**src/rtl/alarm_pkg.sv**
```systemverilog
// Shared types and constants for the multi-channel alarm controller.
package alarm_pkg;

  typedef enum logic [1:0] {
    ST_IDLE    = 2'd0,
    ST_RINGING = 2'd1,
    ST_SNOOZED = 2'd2
  } alarm_state_e;

  localparam int unsigned SEC_PER_MIN = 60;
  localparam int unsigned MAX_HR24    = 23;
  localparam int unsigned MAX_MIN     = 59;

  localparam int unsigned HR_W      = 5;
  localparam int unsigned MIN_W     = 6;
  localparam int unsigned SEC_W     = 6;
  localparam int unsigned RING_CW   = 8;
  localparam int unsigned SNOOZE_CW = 12;

  // Channel index width; never narrower than one bit.
  function automatic int unsigned idx_width(input int unsigned n);
    return (n <= 2) ? 1 : $clog2(n);
  endfunction

endpackage

```
**src/rtl/multi_alarm_ctrl_if.sv**
```systemverilog
// Alarm programming bus: one write strobe carrying target channel, time and arm bit.
interface multi_alarm_ctrl_if
  import alarm_pkg::*;
#(
  parameter int unsigned IDXW = 2
) ();

  logic             wr_en;
  logic [IDXW-1:0]  wr_idx;
  logic [HR_W-1:0]  wr_hr;
  logic [MIN_W-1:0] wr_min;
  logic             wr_arm;

  modport master (output wr_en, wr_idx, wr_hr, wr_min, wr_arm);
  modport slave  (input  wr_en, wr_idx, wr_hr, wr_min, wr_arm);

endinterface

```
**src/rtl/alarm_channel.sv**
```systemverilog
// One alarm channel: programmed time, arm bit, ring/snooze counters and FSM.
// Snooze support is built only when ALARM_SNOOZE_EN is defined.
module alarm_channel
  import alarm_pkg::*;
#(
  parameter int unsigned RING_SEC   = 60,
  parameter int unsigned SNOOZE_MIN = 5
) (
  input  logic             clk,
  input  logic             rst,
  input  logic             tick,
  input  logic [HR_W-1:0]  cur_hr24,
  input  logic [MIN_W-1:0] cur_min,
  input  logic [SEC_W-1:0] cur_sec,
  input  logic             wr_sel,
  input  logic [HR_W-1:0]  wr_hr,
  input  logic [MIN_W-1:0] wr_min,
  input  logic             wr_arm,
  input  logic             snooze,
  input  logic             dismiss,
  output logic             ring,
  output logic             ring_nxt_c
);

  localparam logic [RING_CW-1:0] RING_LOAD = RING_CW'(RING_SEC);

  alarm_state_e       state, state_nxt;
  logic [HR_W-1:0]    al_hr, al_hr_nxt;
  logic [MIN_W-1:0]   al_min, al_min_nxt;
  logic               arm, arm_nxt;
  logic [RING_CW-1:0] ring_cnt, ring_cnt_nxt;
  logic               match;

`ifdef ALARM_SNOOZE_EN
  localparam logic [SNOOZE_CW-1:0] SNOOZE_LOAD = SNOOZE_CW'(SNOOZE_MIN * SEC_PER_MIN);
  logic [SNOOZE_CW-1:0] snz_cnt, snz_cnt_nxt;
`else
  logic unused_snooze;
  assign unused_snooze = snooze ^ (SNOOZE_MIN == 0);
`endif

  // Trigger condition: armed and exactly at second zero of the programmed minute.
  assign match = arm && (cur_hr24 == al_hr) && (cur_min == al_min) && (cur_sec == '0);

  // State and data registers.
  always_ff @(posedge clk) begin
    if (rst) begin
      state    <= ST_IDLE;
      al_hr    <= '0;
      al_min   <= '0;
      arm      <= 1'b0;
      ring_cnt <= '0;
      ring     <= 1'b0;
`ifdef ALARM_SNOOZE_EN
      snz_cnt  <= '0;
`endif
    end else begin
      state    <= state_nxt;
      al_hr    <= al_hr_nxt;
      al_min   <= al_min_nxt;
      arm      <= arm_nxt;
      ring_cnt <= ring_cnt_nxt;
      ring     <= ring_nxt_c;
`ifdef ALARM_SNOOZE_EN
      snz_cnt  <= snz_cnt_nxt;
`endif
    end
  end

  // Next state: write > dismiss > snooze > tick-driven transitions.
  always_comb begin
    state_nxt    = state;
    al_hr_nxt    = al_hr;
    al_min_nxt   = al_min;
    arm_nxt      = arm;
    ring_cnt_nxt = ring_cnt;
`ifdef ALARM_SNOOZE_EN
    snz_cnt_nxt  = snz_cnt;
`endif
    if (wr_sel) begin
      al_hr_nxt    = wr_hr;
      al_min_nxt   = wr_min;
      arm_nxt      = wr_arm;
      state_nxt    = ST_IDLE;
      ring_cnt_nxt = '0;
`ifdef ALARM_SNOOZE_EN
      snz_cnt_nxt  = '0;
`endif
    end else if (dismiss && (state != ST_IDLE)) begin
      state_nxt    = ST_IDLE;
      ring_cnt_nxt = '0;
`ifdef ALARM_SNOOZE_EN
      snz_cnt_nxt  = '0;
    end else if (snooze && (state == ST_RINGING)) begin
      state_nxt    = ST_SNOOZED;
      ring_cnt_nxt = '0;
      snz_cnt_nxt  = SNOOZE_LOAD;
`endif
    end else if (tick) begin
      case (state)
        ST_IDLE: begin
          if (match) begin
            state_nxt    = ST_RINGING;
            ring_cnt_nxt = RING_LOAD;
          end
        end
        ST_RINGING: begin
          if (ring_cnt <= RING_CW'(1)) begin
            state_nxt    = ST_IDLE;
            ring_cnt_nxt = '0;
          end else begin
            ring_cnt_nxt = ring_cnt - RING_CW'(1);
          end
        end
`ifdef ALARM_SNOOZE_EN
        ST_SNOOZED: begin
          if (snz_cnt <= SNOOZE_CW'(1)) begin
            state_nxt    = ST_RINGING;
            ring_cnt_nxt = RING_LOAD;
            snz_cnt_nxt  = '0;
          end else begin
            snz_cnt_nxt  = snz_cnt - SNOOZE_CW'(1);
          end
        end
`endif
        default: state_nxt = ST_IDLE;
      endcase
    end
  end

  // Output decode of the next state, registered as ring.
  always_comb begin
    ring_nxt_c = (state_nxt == ST_RINGING);
  end

endmodule

```
**src/rtl/multi_alarm_ctrl.sv**
```systemverilog
// Multi-channel alarm controller: NUM_ALARMS channels, buzzer OR and lowest-index encoder.
// Snooze support is built only when ALARM_SNOOZE_EN is defined.
module multi_alarm_ctrl
  import alarm_pkg::*;
#(
  parameter int unsigned NUM_ALARMS = 4,
  parameter int unsigned RING_SEC   = 60,
  parameter int unsigned SNOOZE_MIN = 5,
  localparam int unsigned IDXW      = idx_width(NUM_ALARMS)
) (
  input  logic                  clk,
  input  logic                  rst,
  input  logic                  tick,
  input  logic [HR_W-1:0]       cur_hr24,
  input  logic [MIN_W-1:0]      cur_min,
  input  logic [SEC_W-1:0]      cur_sec,
  multi_alarm_ctrl_if.slave     bus,
  input  logic                  snooze,
  input  logic                  dismiss,
  output logic [NUM_ALARMS-1:0] ringing,
  output logic                  buzzer,
  output logic [IDXW-1:0]       active_idx
);

  logic                  wr_ok;
  logic [NUM_ALARMS-1:0] ring_nxt;
  logic [IDXW-1:0]       active_nxt;

  // Writes with an out-of-range time or channel index are dropped.
  assign wr_ok = bus.wr_en
              && (32'(bus.wr_hr)  <= MAX_HR24)
              && (32'(bus.wr_min) <= MAX_MIN)
              && (32'(bus.wr_idx) <  NUM_ALARMS);

  for (genvar g = 0; g < int'(NUM_ALARMS); g++) begin : g_ch
    alarm_channel #(
      .RING_SEC   (RING_SEC),
      .SNOOZE_MIN (SNOOZE_MIN)
    ) u_ch (
      .clk        (clk),
      .rst        (rst),
      .tick       (tick),
      .cur_hr24   (cur_hr24),
      .cur_min    (cur_min),
      .cur_sec    (cur_sec),
      .wr_sel     (wr_ok && (32'(bus.wr_idx) == 32'(g))),
      .wr_hr      (bus.wr_hr),
      .wr_min     (bus.wr_min),
      .wr_arm     (bus.wr_arm),
      .snooze     (snooze),
      .dismiss    (dismiss),
      .ring       (ringing[g]),
      .ring_nxt_c (ring_nxt[g])
    );
  end

  // Lowest-index ringing channel, taken from next-state so it aligns with ringing.
  always_comb begin
    active_nxt = '0;
    for (int i = int'(NUM_ALARMS) - 1; i >= 0; i--) begin
      if (ring_nxt[i]) active_nxt = IDXW'(i);
    end
  end

  // Registered summary outputs.
  always_ff @(posedge clk) begin
    if (rst) begin
      buzzer     <= 1'b0;
      active_idx <= '0;
    end else begin
      buzzer     <= |ring_nxt;
      active_idx <= active_nxt;
    end
  end

endmodule

```
**src/flat_wrapper.sv**
```systemverilog
// flat-port wrapper written by rule: the top's interface ports become plain ports
module multi_alarm_ctrl_flat import alarm_pkg::*;
#(
  parameter int unsigned NUM_ALARMS = 4,
  parameter int unsigned RING_SEC   = 60,
  parameter int unsigned SNOOZE_MIN = 5,
  localparam int unsigned IDXW      = idx_width(NUM_ALARMS)
)
  (clk, rst, tick, cur_hr24, cur_min, cur_sec, snooze, dismiss, ringing, buzzer, active_idx, bus_wr_en, bus_wr_idx, bus_wr_hr, bus_wr_min, bus_wr_arm);
  multi_alarm_ctrl_if #(.IDXW((2))) bus_i ();
  input  logic clk;
  input  logic rst;
  input  logic tick;
  input  logic [HR_W-1:0] cur_hr24;
  input  logic [MIN_W-1:0] cur_min;
  input  logic [SEC_W-1:0] cur_sec;
  input  logic snooze;
  input  logic dismiss;
  output logic [NUM_ALARMS-1:0] ringing;
  output logic buzzer;
  output logic [IDXW-1:0] active_idx;
  input wire logic [$bits(bus_i.wr_en)-1:0] bus_wr_en;
  input wire logic [$bits(bus_i.wr_idx)-1:0] bus_wr_idx;
  input wire logic [$bits(bus_i.wr_hr)-1:0] bus_wr_hr;
  input wire logic [$bits(bus_i.wr_min)-1:0] bus_wr_min;
  input wire logic [$bits(bus_i.wr_arm)-1:0] bus_wr_arm;
  assign bus_i.wr_en = bus_wr_en;
  assign bus_i.wr_idx = bus_wr_idx;
  assign bus_i.wr_hr = bus_wr_hr;
  assign bus_i.wr_min = bus_wr_min;
  assign bus_i.wr_arm = bus_wr_arm;
  multi_alarm_ctrl #(.NUM_ALARMS(NUM_ALARMS), .RING_SEC(RING_SEC), .SNOOZE_MIN(SNOOZE_MIN)) u_core (.clk(clk), .rst(rst), .tick(tick), .cur_hr24(cur_hr24), .cur_min(cur_min), .cur_sec(cur_sec), .bus(bus_i), .snooze(snooze), .dismiss(dismiss), .ringing(ringing), .buzzer(buzzer), .active_idx(active_idx));
endmodule
```
**config.mk**
```make
export PLATFORM = sky130hd
export DESIGN_NAME = multi_alarm_ctrl_flat
export DESIGN_NICKNAME = d
export VERILOG_FILES = /design/src/rtl/alarm_pkg.sv /design/src/rtl/multi_alarm_ctrl_if.sv /design/src/rtl/alarm_channel.sv /design/src/rtl/multi_alarm_ctrl.sv /design/src/flat_wrapper.sv
export SDC_FILE = /design/constraint.sdc
export NUM_CORES = 1
export LEC_CHECK = 0
export ABC_AREA = 1
export CORE_MARGIN = 2
export CORE_UTILIZATION = 50
export DETAILED_ROUTE_END_ITERATION = 8
export PLACE_DENSITY = 0.71
export SKIP_CTS_REPAIR_TIMING = 1
export SLEW_MARGIN = 10
export SYNTH_ARGS = -nofsm -noshare
export SYNTH_HDL_FRONTEND = slang
export SYNTH_SLANG_ARGS = --single-unit
```
**constraint.sdc**
```tcl
create_clock -name clk -period 1.9 [get_ports clk]
set_input_delay 0.57 -clock clk [delete_from_list [all_inputs] [get_ports clk]]
set_output_delay 0.57 -clock clk [all_outputs]
set_load 0.05 [all_outputs]
```
==> impl_results.md <==
- Gr usage total: 0.242
- Yosys Warn Count: 0
- HP Start: u_core.g_ch[1].u_ch.arm
- Minimum clock period: 1.82 ns
- Hold Path End: u_core.g_ch[1].u_ch.arm
- Fmax: 0.549 GHz
- Share of power burned in registers: 0.494
- Detailed placement HPWL: 9970 um
- Final ANT Viol Nets: 0
- Sw Ratio: 0.290
- Mapped Area: 5130 um2
- Vias in the first global route: 4737
- R2R depth: 11
- Final core occ: 0.638
- CTS H-Tree Depth: 3
- Worst hold path class: flip-flop to flip-flop
- RR Startpoint: u_core.g_ch[3].u_ch.ring_cnt[0]
- Placed Cells: 962
- CP Launch Type: primary input
- Port bufs: 42
- Total power: 0.00424 W
- Final #Nets: 888
- Unique masters post-synth: 41
- Post-Synthesis Net Count: 811
- Placed Area: 5940 um2
- Via Count: 5113
- # DRC: 0
- Clock tree buffer depth: 2
- Multi-input gate area: 2840 um2
- Die width: 105 um
- Critical Path Fanout Max: 4
- Area growth syn-to-layout: 22.7%
- Synth Register Bits: 95
- Syn Area/Cell: 6.70 um2
- FILL cells: 904
- Clock slew at reported path FFs: 0.09 ns
- DR WL/cell: 13.7 um
- Cell area power density: 673 nW/um2
- Design Area, Final: 6300 um2
- Post-route insts no fill: 981
- Share of cells above drive strength 1: 0.158
- Setup violators final: 0
- Num rows: 36
- Max-cap violations: 0
- Worst r2r dst: u_core.active_idx[1]
- Worst slack, placed: -0.589 ns
- GRT overflow: 0
- Initial Util: 0.520
- Run status: finished clean
- Worst hold stages: 2
- Placer Congestion: 0.904
- Gate power share: 0.185
- Power share of the clock group: 0.320
- Post-synthesis cell count: 766
- Flop-to-flop setup slack: 0.21 ns
- Worst Path Arrival: 2.14 ns
- Setup ws final: 0.0783 ns
- Fin. max-slew vios: 0
- Vias per cell: 5.21
- TritonCTS clock tree: done
- Switching pwr: 0.00123 W
- Internal power: 0.00301 W
- Die height: 105 um
- Largest net degree at the start of global routing: 30
- Final hold viol count: 0
- Final Cycle Share: 0.959
- FF/Latch Area: 1900 um2
- CP Class: primary input to flip-flop
- Initial antenna violation count: 0
- Cts bufs inserted: 9
- Starting DRT DRC Count: 278
- Root cell of the clock tree: clkbuf_8
- Num ports: 44
- Seq/Total Area, Yosys: 0.371
- Drt total wl: 13400 um
- Total core area: 9860 um2
- Num Clock Sinks: 95
- # diodes: 0
- Worst EP required: 2.22 ns
- First-pass DRT Iterations: 5
- Slew Limit Headroom: 0.725
- Worst Tran Pin Value: 0.410 ns
- Clock Skew: 0.0129 ns
- Max rail drop VDD: 0.361 mV
- Clock Latency Late Sink: 0.37 ns
- Die ar.: 11100 um2
- First-pass GRT wire length: 21700 um
- Leakage: 2.83 nW
- CP endpoint kind: flip-flop
==> per-layer routing <==
metal / wire length, um / track usage
met5: 0 / 0
met4: 178 / 0.0800
met3: 786 / 0.0390
met2: 6270 / 0.399
met1: 6180 / 0.322
==> registers in the layout, summed over array words and instances (netlist names) <==
name                       count
u_core.g_ch.u_ch.ring_cnt     32
u_core.g_ch.u_ch.al_min       24
u_core.g_ch.u_ch.al_hr        20
u_core.g_ch.u_ch.state         8
u_core.g_ch.u_ch.arm           4
u_core.g_ch.u_ch.ring          4
u_core.active_idx              2
u_core.buzzer                  1
==> through the flow <==
step | TNS (ns) | hold slack (ns)
floorplan | 0 | 0.436
global placement | -27.73 | 0.446
detailed placement | -31.49 | 0.453
CTS | -2.28 | 0.466
finish | 0 | 0.463
global route | -0.0338 | 0.484
==> layout make-up <==
type                            instances  area share
Timing Repair Buffer                   88       0.132
Clock inverter                          3     0.00676
Sequential cell                        95       0.302
Tap cell                              133      0.0264
Multi-Input combinational cell        554       0.451
Clock buffer                           13      0.0236
Inverter                               95      0.0582
==> power groups by stage <==
stage | registers [W] | clock network (W) | logic (W)
after floorplan | 0.00215 | 0 | 0.000440
after global placement | 0.00214 | 0 | 0.000738
after detailed placement | 0.00214 | 0 | 0.000759
after CTS | 0.00209 | 0.00138 | 0.000761
after global routing | 0.00210 | 0.00146 | 0.000871
final | 0.00210 | 0.00136 | 0.000786
==> kinds of logic (layout without fill, tap and decap cells) <==
kind of cell / after synthesis / count (layout) / share of synthesized area
AOI/OAI and AO/OA: 161 / 161 / 0.166
xor gates and xnor gates: 19 / 19 / 0.0324
adders and majority gates: 8 / 8 / 0.0195
buffers and inverters: 118 / 199 / 0.0939
DFF: 95 / 95 / 0.371
and+or+nand+nor: 365 / 366 / 0.318
==> worst max-delay path by stage <==
stage / startpoint / to / slack [ns] / depth (start not counted)
after floorplan: cur_sec[1] / u_core.g_ch[0].u_ch.ring_cnt[6] / 0.20 / 11
after global placement: cur_hr24[0] / u_core.g_ch[3].u_ch.ring_cnt[1] / -0.49 / 14
after detailed placement: cur_min[2] / u_core.g_ch[1].u_ch.ring_cnt[4] / -0.59 / 10
after CTS: cur_min[2] / u_core.g_ch[1].u_ch.ring_cnt[4] / -0.19 / 10
after global routing: bus_wr_min[2] / u_core.active_idx[0] / -0.01 / 11
final: bus_wr_min[2] / u_core.active_idx[1] / 0.08 / 12
==> worst max-delay path, stage by stage <==
cell and delay [ns]:
clkdlybuf4s50_1 0.49, nand4_1 0.11, nand2_2 0.14, nor2_4 0.05, buf_4 0.15, nand2_8 0.07, nand2_4 0.06, a21oi_4 0.15
nand3_2 0.13, nand2_1 0.08, nand2_1 0.07, nor2_1 0.08
==> cells in the mapped netlist, drive strengths merged <==
cell type    n  share of area
nor2       103          0.081
a21oi       82          0.083
a211oi       1         0.0024
clkinv       1         0.0017
a21boi       2         0.0029
o31ai        2         0.0029
nand2      178           0.14
a31oi        1         0.0012
nand3       50          0.055
o211a        1         0.0020
clkbuf      10         0.0073
nand4       10          0.012
xnor2        7          0.012
o211ai       1         0.0015
nor3b        3         0.0054
dfxtp       95           0.37
ha           8          0.020
nor3        17          0.019
xor2        12          0.020
o21ai       71          0.070
inv         94          0.069
or2          4         0.0049
buf         13          0.016
==> cell usage in the layout (no fill, tap or decap), drive strengths merged <==
cell type	synthesis	routed
xnor2	7	7
dfxtp	95	95
clkbuf	10	13
inv	94	95
bufinv	0	1
clkinvlp	0	1
clkinv	1	1
clkdlybuf4s50	0	16
nand3	50	50
o21ai	71	71
nand2	178	179
o211ai	1	1
a21boi	2	2
a211oi	1	1
a31oi	1	1
nor3	17	17
a21oi	82	82
or2	4	4
nand4	10	10
nor3b	3	3
buf	13	53
dlymetal6s2s	0	19
o31ai	2	2
o211a	1	1
nor2	103	103
xor2	12	12
ha	8	8
No activity file was read; power rests on OpenSTA's default activity.
